### src/rtl/rv_mem_pkg.sv
// Shared encodings for the byte-sequenced memory path (fetch + load/store).
package rv_mem_pkg;
  localparam logic [1:0] SZ_B = 2'b00;
  localparam logic [1:0] SZ_H = 2'b01;
  localparam logic [1:0] SZ_W = 2'b10;

  typedef enum logic [1:0] {IDLE, XFER, RESP} state_e;
  typedef enum logic {PORT_IF = 1'b0, PORT_D = 1'b1} port_e;

  // Beat count per access; the reserved size 2'b11 runs as a word.
  function automatic logic [2:0] beats(input logic [1:0] size);
    case (size)
      SZ_B:    return 3'd1;
      SZ_H:    return 3'd2;
      default: return 3'd4;
    endcase
  endfunction
endpackage

### src/rtl/rv_load_ext.sv
// Sign/zero extension of assembled load data; shared with the LSU.
module rv_load_ext
  import rv_mem_pkg::*;
(
  input  logic [31:0] word,
  input  logic [1:0]  size,
  input  logic        is_unsigned,
  output logic [31:0] data
);
  always_comb begin
    data = word;
    case (size)
      SZ_B:    data = {{24{~is_unsigned & word[7]}},  word[7:0]};
      SZ_H:    data = {{16{~is_unsigned & word[15]}}, word[15:0]};
      default: data = word;
    endcase
  end
endmodule

### src/rtl/rv_mem_sequencer.sv
// Arbitrates fetch and data ports onto one byte-wide array, moving one
// little-endian byte per clock.
module rv_mem_sequencer
  import rv_mem_pkg::*;
#(
  parameter int ADDR_WIDTH = 12
) (
  input  logic                  clk,
  input  logic                  rst,
  input  logic                  if_req_valid,
  output logic                  if_req_ready,
  input  logic [31:0]           if_addr,
  output logic                  if_rsp_valid,
  output logic [31:0]           if_rdata,
  input  logic                  d_req_valid,
  output logic                  d_req_ready,
  input  logic                  d_we,
  input  logic [1:0]            d_size,
  input  logic                  d_unsigned,
  input  logic [31:0]           d_addr,
  input  logic [31:0]           d_wdata,
  output logic                  d_rsp_valid,
  output logic [31:0]           d_rdata,
  output logic [ADDR_WIDTH-1:0] mem_addr,
  output logic                  mem_we,
  output logic [7:0]            mem_wdata,
  input  logic [7:0]            mem_rdata
);
  state_e                state, state_n;
  port_e                 last_grant, port_q;
  logic                  we_q, uns_q;
  logic [1:0]            size_q, beat_q;
  logic [2:0]            nbeats_q;
  logic [ADDR_WIDTH-1:0] addr_q;
  logic [31:0]           wdata_q, asm_q, asm_next, ext_data;
  logic                  pick_d, accept, last_beat, xfer;
  logic                  unused_hi;

  assign unused_hi = ^{if_addr[31:ADDR_WIDTH], d_addr[31:ADDR_WIDTH]};

  // Data wins a tie unless it was the previous grantee.
  assign pick_d       = d_req_valid && (!if_req_valid || last_grant == PORT_IF);
  assign d_req_ready  = (state == IDLE) && !rst && pick_d;
  assign if_req_ready = (state == IDLE) && !rst && if_req_valid && !pick_d;
  assign accept       = if_req_ready || d_req_ready;

  assign xfer      = (state == XFER);
  assign last_beat = ({1'b0, beat_q} == nbeats_q - 3'd1);

  // Gating with rst keeps an aborted beat from landing in the array.
  assign mem_we    = xfer && we_q && !rst;
  assign mem_addr  = xfer ? addr_q + ADDR_WIDTH'(beat_q) : '0;
  assign mem_wdata = (xfer && we_q) ? wdata_q[{beat_q, 3'b000} +: 8] : 8'h00;

  assign if_rsp_valid = (state == RESP) && (port_q == PORT_IF) && !rst;
  assign d_rsp_valid  = (state == RESP) && (port_q == PORT_D) && !rst;

  always_comb begin
    asm_next = asm_q;
    asm_next[{beat_q, 3'b000} +: 8] = mem_rdata;
  end

  rv_load_ext u_ext (
    .word        (asm_next),
    .size        (size_q),
    .is_unsigned (uns_q),
    .data        (ext_data)
  );

  always_comb begin
    state_n = state;
    case (state)
      IDLE:    if (accept) state_n = XFER;
      XFER:    if (last_beat) state_n = RESP;
      RESP:    state_n = IDLE;
      default: state_n = IDLE;
    endcase
  end

  always_ff @(posedge clk) begin
    if (rst) begin
      state      <= IDLE;
      last_grant <= PORT_IF;
      port_q     <= PORT_IF;
      we_q       <= 1'b0;
      uns_q      <= 1'b0;
      size_q     <= SZ_W;
      nbeats_q   <= 3'd4;
      beat_q     <= 2'd0;
      addr_q     <= '0;
      wdata_q    <= '0;
      asm_q      <= '0;
      if_rdata   <= '0;
      d_rdata    <= '0;
    end else begin
      state <= state_n;
      case (state)
        IDLE: if (accept) begin
          port_q     <= d_req_ready ? PORT_D : PORT_IF;
          last_grant <= d_req_ready ? PORT_D : PORT_IF;
          we_q       <= d_req_ready && d_we;
          uns_q      <= d_req_ready && d_unsigned;
          size_q     <= d_req_ready ? d_size : SZ_W;
          nbeats_q   <= d_req_ready ? beats(d_size) : 3'd4;
          addr_q     <= d_req_ready ? d_addr[ADDR_WIDTH-1:0] : if_addr[ADDR_WIDTH-1:0];
          wdata_q    <= d_wdata;
          beat_q     <= 2'd0;
          asm_q      <= '0;
        end
        XFER: begin
          asm_q  <= asm_next;
          beat_q <= beat_q + 2'd1;
          // The last byte comes straight from the array, so results load from asm_next.
          if (last_beat) begin
            if (port_q == PORT_IF) if_rdata <= asm_next;
            else                   d_rdata  <= we_q ? 32'h0 : ext_data;
          end
        end
        default: ;
      endcase
    end
  end
endmodule

### config.mk
export PLATFORM = sky130hd
export DESIGN_NAME = rv_mem_sequencer
export DESIGN_NICKNAME = d
export VERILOG_FILES = /design/src/rtl/rv_mem_pkg.sv /design/src/rtl/rv_load_ext.sv /design/src/rtl/rv_mem_sequencer.sv
export SDC_FILE = /design/constraint.sdc
export NUM_CORES = 1
export LEC_CHECK = 0
export ABC_CLOCK_PERIOD_IN_PS = 5500
export CORE_MARGIN = 3
export CORE_UTILIZATION = 51
export DETAILED_ROUTE_END_ITERATION = 7
export MAX_ROUTING_LAYER = met4
export PLACE_DENSITY = 0.82
export SYNTH_ARGS = -nofsm -noshare
export SYNTH_HDL_FRONTEND = slang
export SYNTH_SLANG_ARGS = --single-unit
### constraint.sdc
create_clock -name clk -period 5.5 [get_ports clk]
set_clock_uncertainty 0.05 [all_clocks]
set_input_delay 0.55 -clock clk [delete_from_list [all_inputs] [get_ports clk]]
set_output_delay 0.55 -clock clk [all_outputs]
set_load 0.01 [all_outputs]
### Word level (Yosys, flattened, before mapping)

Cells that the tools add are included.

* add/subtract/negate cells: 4
* eq/ne operators: 7
* shift operators: 3
* muxes and demuxes: 17
* bitwise operators: 4
* reduce and logical (&&, ||, !) cells: 27

Operator list (count)
* case mux 32 bit (2 select lines): 2
* 2-to-1 mux 32 bit: 2
* bitwise mux 32 bit: 1
* variable shift 8 x 7 -> 32 bit, first input constant: 1
* indexed part select 32 x 6 -> 8 bit: 1
* indexed part select 8 x 7 -> 32 bit: 1
* 2-to-1 mux 12 bit: 2
* logical AND 1 bit: 13
* adder 12 x 2 -> 12 bit: 1
* 2-to-1 mux 2 bit: 4
* 2-to-1 mux 8 bit: 1
* case mux 2 bit (2 select lines): 2
* negation 5 -> 7 bit: 1
* equality test 2 x 1 -> 1 bit, second input constant: 3
* logical NOT 2 bit: 3
* case mux 3 bit (2 select lines): 1
* AND reduction 2 bit: 3
* AND reduction 3 bit: 2
* != test 2 bit, second input constant: 2
* equality test 2 x 3 -> 1 bit: 1
* logical NOT 1 bit: 3
* 2-to-1 mux 3 bit: 1
* subtractor 3 x 1 -> 3 bit, second input constant: 1
* adder 2 x 1 -> 2 bit, second input constant: 1
* 6 further kinds: 9

* register bits: 152
* bits of input ports: 112
* output and inout port bits: 89
* word-level logic and storage cells: 74

### Logic depth before layout (Yosys ltp)

Gate-level depths: netlist of run 1.

* depth after elaboration: 8
* depth in mapped cells: 10
* gate-level depth less buffers: 7

### Hierarchy

Synthesis of run 1 repeated with hierarchy kept, for this count alone.

* cells, all modules: 843
* area total of the unflattened synthesis: 7086.8 sq um

Modules (own cells, without submodules)
* rv_mem_sequencer: times used 1, cells an instance 776, area each 6731.5 sq um, sequential area each 3042.9 sq um
* rv_load_ext: times used 1, cells an instance 67, area each 355.3 sq um, sequential area each 0.0 sq um

### Least setup slack after synthesis of run 1

Ideal clock, no wire load.

* kind: reg-to-reg
* from: register beat_q[0]
* to: register d_rdata[21]
* library setup time: 117 ps
* data arrival time: 2578 ps
* required time: 5333 ps
* setup slack: 2754 ps
* stages on the path, launching flop included: 11
* buffers on the path: 4
* clock period less this slack: 2746 ps
* cell sequence: dfxtp_1 -> buf_2 -> buf_2 -> inv_1 -> ha_1 -> buf_2 -> nor4bb_1 -> or2_2 -> a221o_1 -> buf_2 -> a32o_1

* word-level cells in the longest chain between the ends: 6
* elaborated cells on any way between the ends: 10
* those cells by class: add/sub: 1; eq/ne: 1; shift: 2; mux: 3; bitwise: 2; reduce/logical: 1

RTL lines
* from (decl): line rv_mem_sequencer.sv:32 `logic [1:0] size_q, beat_q;`
* from (signal assigned): line rv_mem_sequencer.sv:112 `beat_q <= beat_q + 2'd1;`
* negation 5 -> 7 bit: line rv_mem_sequencer.sv:60 `asm_next[{beat_q, 3'b000} +: 8] = mem_rdata;`
* indexed part select 8 x 7 -> 32 bit or variable shift 8 x 7 -> 32 bit (tied branches): line rv_mem_sequencer.sv:60
* bitwise mux 32 bit: line rv_mem_sequencer.sv:60
* bitwise AND 1 bit (on tied branches): line rv_load_ext.sv:14, rv_load_ext.sv:13
* case mux 32 bit (2 select lines): line rv_load_ext.sv:12 `case (size)`
* 2-to-1 mux 32 bit: line rv_mem_sequencer.sv:116 `else d_rdata <= we_q ? 32'h0 : ext_data;`
* to (signal assigned): line rv_mem_sequencer.sv:116
* to (decl): line rv_mem_sequencer.sv:23 `output logic [31:0] d_rdata,`

Several ways; a longest one is shown, not always the timed one.
A chain may end at the register's enable or synchronous reset.

### Final worst setup path of run 1

* from: register beat_q[1]
* to: output mem_addr[8]

* word-level cells in the longest chain between the ends: 2

RTL lines
* adder 12 x 2 -> 12 bit: line rv_mem_sequencer.sv:52 `assign mem_addr = xfer ? addr_q + ADDR_WIDTH'(beat_q) : '0;`
* 2-to-1 mux 12 bit: line rv_mem_sequencer.sv:52
* to (decl): line rv_mem_sequencer.sv:24 `output logic [ADDR_WIDTH-1:0] mem_addr,`

No other way between the ends.

==> impl_summary.log, run 1 <==
INFO  metric run_status = completed
INFO  metric dpl_worst_slack = 1770 ps
INFO  metric layout-drive-gt1-share = 6.49%
INFO  metric critPathSlowestCell = sky130_fd_sc_hd__dfxtp_1
INFO  metric grt.overflow.total = 0
INFO  metric antenna_left = 0
INFO  metric r2r.worst_path.cells = 6
INFO  metric critPathMaxStageDelay = 770 ps
INFO  metric timing.final.crit_share = 69.6%
INFO  metric floorplan.initialDensity = 52.8%
INFO  metric hold_path.class = reg -> reg
INFO  metric final_cell_area = 8990 sq um
INFO  metric dp_hpwl = 12800 um
INFO  metric arrival = 3230 ps
INFO  metric syn_avg_cell_area = 8.85 sq um
INFO  metric multiInputGateArea = 3300 sq um
INFO  metric cp_cell_sequence = inv_1 > fa_1 > nor4b_1 > xnor2_1 > nor2_1 > clkdlybuf4s50_1
INFO  metric design_power_total = 2920 uW
INFO  metric yosysTopAreaCell = sky130_fd_sc_hd__dfxtp_1
INFO  metric tritoncts = built
INFO  metric cts.repair.resized = 0
INFO  metric io_pins = 201
INFO  metric max-slew-margin-rel = 8.80%
INFO  metric timing_worst_setup_path_type = reg -> out
INFO  metric power_per_cell_area = 325 nW/um^2
INFO  metric fill_cells = 1028
INFO  metric synthesis.instances = 759
INFO  metric detail_route.first_pass.iterations = 7
INFO  metric yosysMostFrequentCell = sky130_fd_sc_hd__dfxtp_1
INFO  metric die_boundary_height = 121 um
INFO  metric grt_antenna_before_repair = 0
INFO  metric worst-slew-pin-transition = 1360 ps
INFO  metric synth_edf_count = 0
INFO  metric insertion_delay = 420 ps
INFO  metric layout-area-overhead-vs-synth = 33.9%
INFO  metric grt_pass1_vias = 6050
INFO  metric finalCoreUtilization = 70.7%
INFO  metric die_w = 121 um
INFO  metric synth.top_cell.area_share = 45.3%
INFO  metric register_area_share_after_synthesis = 45.3%
INFO  metric postCtsHoldBufs = 0
INFO  metric cts_post_setup_buffers_inserted = 0
INFO  metric rows = 41
INFO  metric synthesis.area = 6710 sq um
INFO  metric clock_sinks = 152
INFO  metric post-route-drc-count = 0
INFO  metric postSynthNetCount = 880
INFO  metric vias = 6299
INFO  metric dr_wl_cell = 17.7 um
INFO  metric postLayoutSetupSlackWorst = 1670 ps
INFO  metric yosys-top-cells-count = 152 x sky130_fd_sc_hd__dfxtp_1, 105 x sky130_fd_sc_hd__nand2_1, 83 x sky130_fd_sc_hd__a21oi_1
INFO  metric pin_count_of_the_biggest_net_entering_global_routing = 61
INFO  metric cts-buffers-inserted = 17
INFO  metric worst_setup_path_start_kind = flip-flop
INFO  metric floorplan.die_area = 14600 sq um
INFO  metric core = 12700 sq um
INFO  metric postRouteWirelength = 18900 um
INFO  metric crit_path_max_fanout = 14
INFO  metric drv_cap = 0
INFO  metric diodes = 0
INFO  metric gp_congestion = 0.894
INFO  metric placement.cell_area = 8310 sq um
INFO  metric worst_ep_required_time = 4900 ps
INFO  metric timing_hold_violations_final = 0
INFO  metric port_buffers = 160
INFO  metric grt_first_pass_wirelength = 30200 um
INFO  metric cts_max_level = 4
INFO  metric clockRootBuffer = sky130_fd_sc_hd__clkbuf_16
INFO  metric holdPathStages = 2
INFO  metric setup-tns-final = 0 ps
INFO  metric netlist_top_cells_area = sky130_fd_sc_hd__dfxtp_1 45%, sky130_fd_sc_hd__a21oi_1 6.2%, sky130_fd_sc_hd__nand2_1 5.9%, sky130_fd_sc_hd__a22o_1 4.2%, sky130_fd_sc_hd__a311oi_1 3.5%
INFO  metric yosys_register_bits = 152
INFO  metric yosysWarningCount = 0
INFO  metric synthDistinctLibCells = 51
INFO  metric layout_min_cycle_time = 3830 ps
INFO  metric irDropWorstVdd = 0.000184 V
INFO  metric postSynth.asyncResetShare = 0%
INFO  metric rsz0062_at_grt = false
INFO  metric register_area = 3040 sq um
INFO  metric fmax = 0.261 GHz
INFO  metric clock_tree.buffer_depth = 2
INFO  metric detail_route.iter0.violations = 514
INFO  metric layout.nets = 1001
INFO  metric synth-main-ff-cell = sky130_fd_sc_hd__dfxtp_1
INFO  metric post_cts_clock_slew_at_the_launch_and_capture_registers_of_the_worst_setup_and_hold_paths = 60 ps
INFO  metric avgViaCountPerCell = 5.91
INFO  metric worst_setup_path_end_kind = output port
INFO  metric total_track_usage = 26.4%
INFO  metric setup-violations-final = 0
INFO  metric cellLeakagePower = 0.00318 uW
INFO  metric timing_max_transition_violations_final = 0
[sequential cells by signal, summed over array words and instances (netlist names)]
register,count
size_q,2
d_rdata,32
if_rdata,32
wdata_q,32
state,2
beat_q,2
nbeats_q,3
addr_q,12
we_q,1
port_q,1
asm_q,32
uns_q,1
[worst max-delay path, delay by kind of cell, from the launching register on]
kind | cells | cell delay (ps)
buffers and inverters | 2 | 820
and+or+nand+nor | 2 | 530
xor gates and xnor gates | 1 | 140
adders and majority gates | 1 | 560
DFF | 1 | 770
[worst paths after layout]
kind / start / endpoint / slack (ps)
worst max-delay path: beat_q[1] / mem_addr[8] / 1670
worst min-delay path: wdata_q[17] / wdata_q[17] / 410
worst max register to register: beat_q[1] / d_rdata[18] / 2340
worst min register to register: wdata_q[17] / wdata_q[17] / 410
[report_power, final]
part | switching, uW | leakage (uW) | internal, uW | total (uW)
clock network | 472 | 0.000329 | 850 | 1320
registers | 37.8 | 0.00123 | 1140 | 1180
logic | 249 | 0.00161 | 172 | 421
total | 759 | 0.00318 | 2170 | 2920
[layout by cell type (no fill, tap or decap), types with 2 or more instances in the layout]
cell	instances
sky130_fd_sc_hd__clkdlybuf4s50_1	159
sky130_fd_sc_hd__dfxtp_1	152
sky130_fd_sc_hd__nand2_1	105
sky130_fd_sc_hd__a21oi_1	83
sky130_fd_sc_hd__nor3_1	38
sky130_fd_sc_hd__nor2_1	32
sky130_fd_sc_hd__a22o_1	32
sky130_fd_sc_hd__a311oi_1	27
sky130_fd_sc_hd__inv_1	23
sky130_fd_sc_hd__o21ai_0	20
sky130_fd_sc_hd__a32o_1	17
sky130_fd_sc_hd__clkbuf_16	17
sky130_fd_sc_hd__nor2b_1	16
sky130_fd_sc_hd__nand2b_1	14
sky130_fd_sc_hd__o2bb2ai_1	12
sky130_fd_sc_hd__o22ai_1	10
sky130_fd_sc_hd__buf_4	10
sky130_fd_sc_hd__and3_1	9
sky130_fd_sc_hd__xnor2_1	9
sky130_fd_sc_hd__nand4b_1	9
sky130_fd_sc_hd__mux4_2	8
sky130_fd_sc_hd__o221ai_1	8
sky130_fd_sc_hd__ha_1	8
sky130_fd_sc_hd__nand3_1	7
sky130_fd_sc_hd__a31oi_1	6
sky130_fd_sc_hd__a2bb2oi_1	6
sky130_fd_sc_hd__inv_6	5
sky130_fd_sc_hd__bufinv_16	5
sky130_fd_sc_hd__nand4_1	4
sky130_fd_sc_hd__and2_1	3
sky130_fd_sc_hd__nor4_1	3
sky130_fd_sc_hd__xor2_1	3
sky130_fd_sc_hd__a22oi_1	3
sky130_fd_sc_hd__clkbuf_8	3
sky130_fd_sc_hd__nand4bb_1	2
sky130_fd_sc_hd__nor4bb_1	2
sky130_fd_sc_hd__or3_1	2
sky130_fd_sc_hd__clkinv_1	2
[per-layer routing]
layer  GRT usage (%)  part of all wire (%)
met1            33.2                    42
met2            43.0                    48
met3            5.19                   7.7
met4            8.36                   1.7
met5               -                     0
[metrics by stage]
step | std cells | hold slack, ps
5_1_grt | 1065 | 427
2_1_floorplan | 759 | 375
6_report | 1065 | 406
4_1_cts | 1065 | 406
3_3_place_gp | 1033 | 387
3_5_place_dp | 1033 | 392
[area by class of cell]
class	count	area share, %
Tap cell	172	2.39
Multi-Input combinational cell	515	36.7
Sequential cell	152	33.8
Timing Repair Buffer	169	18.5
Clock buffer	20	5.19
Inverter	25	1.04
Clock inverter	12	2.34
[kinds of logic after synthesis]
kind of cell / Yosys count / share of synthesized area [%]
XOR/XNOR: 12 / 1.57
buffers and inverters: 92 / 5.83
AND/OR/NAND/NOR: 255 / 18.8
multiplexers: 8 / 2.68
adder cells (fa/ha/maj): 9 / 1.79
flip-flops: 152 / 45.3
AO/OA/AOI/OAI: 231 / 24.0
No activity file was read; power rests on OpenSTA's default activity.
==> inputs of run 2 (changes only) <==
ABC_CLOCK_PERIOD_IN_PS = 4000   (was 5500)
CORE_UTILIZATION = 47   (was 51)
PLACE_DENSITY = 0.76   (was 0.82)
clock period = 4 ns   (was 5.5 ns; I/O delays follow)
==> impl_summary.log, run 2 (synthesis gave the netlist of run 1 again) <==
INFO  metric antenna_left = 0 (unchanged)
INFO  metric worst_setup_path_start_kind = flip-flop
INFO  metric rows = 43 (+4.9%)
INFO  metric cp_cell_sequence = buf_4 > ha_1 > inv_1 > fa_1 > nor2b_1 > nand4_1 > xor2_1 > nor2_1 > clkdlybuf4s50_1
INFO  metric gp_congestion = 0.867 (-3.1%)
INFO  metric grtUsageMet2 = 37.1% (-5.9 points)
INFO  metric grt_first_pass_wirelength = 29700 um (-1.7%)
INFO  metric irDropWorstVdd = 0.000308 V (+68%)
INFO  metric timing_worst_setup_path_type = reg -> out
INFO  metric clock_sinks = 152 (unchanged)
INFO  metric clock_tree.buffer_depth = 2 (unchanged)
INFO  metric power_per_cell_area = 428 nW/um^2 (+31%)
INFO  metric layout-area-overhead-vs-synth = 33.6%
INFO  metric total_track_usage = 23.9% (-2.5 points)
INFO  metric postCtsHoldBufs = 0 (unchanged)
INFO  metric grt_pass1_vias = 5917 (-2.2%)
INFO  metric grt_antenna_before_repair = 0 (unchanged)
INFO  metric layout-drive-gt1-share = 6.68% (+0.19 points)
INFO  metric max-slew-margin-rel = 43.8% (+35 points)
INFO  metric post-route-drc-count = 0 (unchanged)
INFO  metric floorplan.die_area = 15800 sq um (+8.1%)
INFO  metric layout.nets = 1007 (+0.60%)
INFO  metric met3_usage = 5.60% (+0.40 points)
INFO  metric arrival = 2820 ps (-410 ps)
INFO  metric timing_hold_violations_final = 0 (unchanged)
INFO  metric die_boundary_height = 126 um (+4.0%)
INFO  metric die_w = 126 um (+4.0%)
INFO  metric pin_count_of_the_biggest_net_entering_global_routing = 67 (+9.8%)
INFO  metric io_pins = 201 (unchanged)
INFO  metric grt.overflow.total = 0 (unchanged)
INFO  metric worst_ep_required_time = 3550 ps (-1350 ps)
INFO  metric postRouteWirelength = 18800 um (-0.14%)
INFO  metric detail_route.first_pass.iterations = 6 (-1)
INFO  metric floorplan.initialDensity = 48.2% (-4.6 points)
INFO  metric fmax = 0.306 GHz
INFO  metric cts.repair.resized = 0 (unchanged)
INFO  metric detail_route.iter0.violations = 470 (-8.6%)
INFO  metric layout_min_cycle_time = 3270 ps
INFO  metric tritoncts = built
INFO  metric setup-tns-final = 0 ps (unchanged)
INFO  metric diodes = 0 (unchanged)
INFO  metric critPathMaxStageDelay = 560 ps (-210 ps)
INFO  metric cts-buffers-inserted = 17 (unchanged)
INFO  metric timing.final.crit_share = 81.7%
INFO  metric dp_hpwl = 13100 um (+2.3%)
INFO  metric grt.busiest_layer = met2
INFO  metric cellLeakagePower = 0.00317 uW (-0.28%)
INFO  metric crit_path_max_fanout = 9 (-5)
INFO  metric critPathSlowestCell = sky130_fd_sc_hd__clkdlybuf4s50_1
INFO  metric layout.cells.most_common_list = 159 x sky130_fd_sc_hd__clkdlybuf4s50_1, 152 x sky130_fd_sc_hd__dfxtp_1, 105 x sky130_fd_sc_hd__nand2_1, 83 x sky130_fd_sc_hd__a21oi_1, 38 x sky130_fd_sc_hd__nor3_1
INFO  metric worst_setup_path_end_kind = output port
INFO  metric cts_post_setup_buffers_inserted = 0 (unchanged)
INFO  metric rsz0062_at_grt = false
INFO  metric setup-violations-final = 0 (unchanged)
INFO  metric dr_wl_cell = 17.5 um (-1.3%)
INFO  metric vias = 6201 (-1.6%)
INFO  metric finalCoreUtilization = 64.4% (-6.3 points)
INFO  metric worst-slew-pin-transition = 840 ps (-523 ps)
INFO  metric post_cts_clock_slew_at_the_launch_and_capture_registers_of_the_worst_setup_and_hold_paths = 60 ps (about the same)
INFO  metric port_buffers = 160 (unchanged)
INFO  metric core = 13900 sq um (+9.5%)
INFO  metric grtUsageMet1 = 30.5% (-2.7 points)
INFO  metric clockRootBuffer = sky130_fd_sc_hd__clkbuf_16
INFO  metric timing_max_transition_violations_final = 0 (unchanged)
INFO  metric drv_cap = 0 (unchanged)
INFO  metric insertion_delay = 420 ps (about the same)
INFO  metric hold_path.class = in -> reg
INFO  metric run_status = completed
INFO  metric layout.cells.most_common = sky130_fd_sc_hd__clkdlybuf4s50_1
INFO  metric avgViaCountPerCell = 5.75 (-2.7%)
INFO  metric cts_max_level = 4 (unchanged)
run 2: cell types whose count changed in the layout (fill, tap and decap cells not counted), sizes merged:
| cell | change |
|---|---|
| buf | +6 |
| bufinv | -2 |
| clkbuf | +3 |
| clkinv | +2 |
| clkinvlp | +1 |
| inv | -5 |
run 2: metrics by stage:
step	total power (uW)	cell area (sq um)	instances	setup WS [ps]	hold WS, ps
2_1_floorplan	2010	6710	759	1250	375
3_3_place_gp	2220	8370	1047	1180	389
3_5_place_dp	2240	8370	1047	1180	389
4_1_cts	3840	8970	1078	705	345
5_1_grt	3980	8970	1078	490	355
6_report	3830	8970	1078	733	364
run 2: final timing paths:
path                                   from           to  slack (ps)  depth (start not counted)
worst min register to register  wdata_q[23]  wdata_q[23]         400                          2
worst max register to register    beat_q[0]  d_rdata[24]        1320                          7
worst max-delay path              beat_q[0]  mem_addr[6]         730                          9
worst min-delay path                    rst        uns_q         360                          2
run 2: cell type report:
type                    count  area, sq um
clock buffers              23          478
clock inverters             8          120
fillers                  1154         4970
inverters                  25         93.8
multi-input cells         515         3300
flip-flops and latches    152         3040
well taps                 180          225
repair buffers            175         1710
run 2: worst max-delay path, delay by kind of cell (launching register included):
| kind | cells | cell delay [ps] |
|---|---|---|
| flops | 1 | 330 |
| simple gates | 3 | 440 |
| fa+ha+maj | 2 | 640 |
| xor+xnor | 1 | 160 |
| buf+inv | 3 | 830 |
run 2: metal layers:
| layer | up-vias | share of wire (%) |
|---|---|---|
| li1 | 3014 | - |
| met1 | 2876 | 44 |
| met2 | 273 | 46 |
| met3 | 38 | 7.8 |
| met4 | 0 | 2.7 |
| met5 | - | 0 |
run 2: power breakdown:
group,switching [uW],internal (uW),total [uW]
Clock,599,1020,1620
Combinational,343,243,586
Sequential,50.5,1570,1620
Total,993,2840,3830
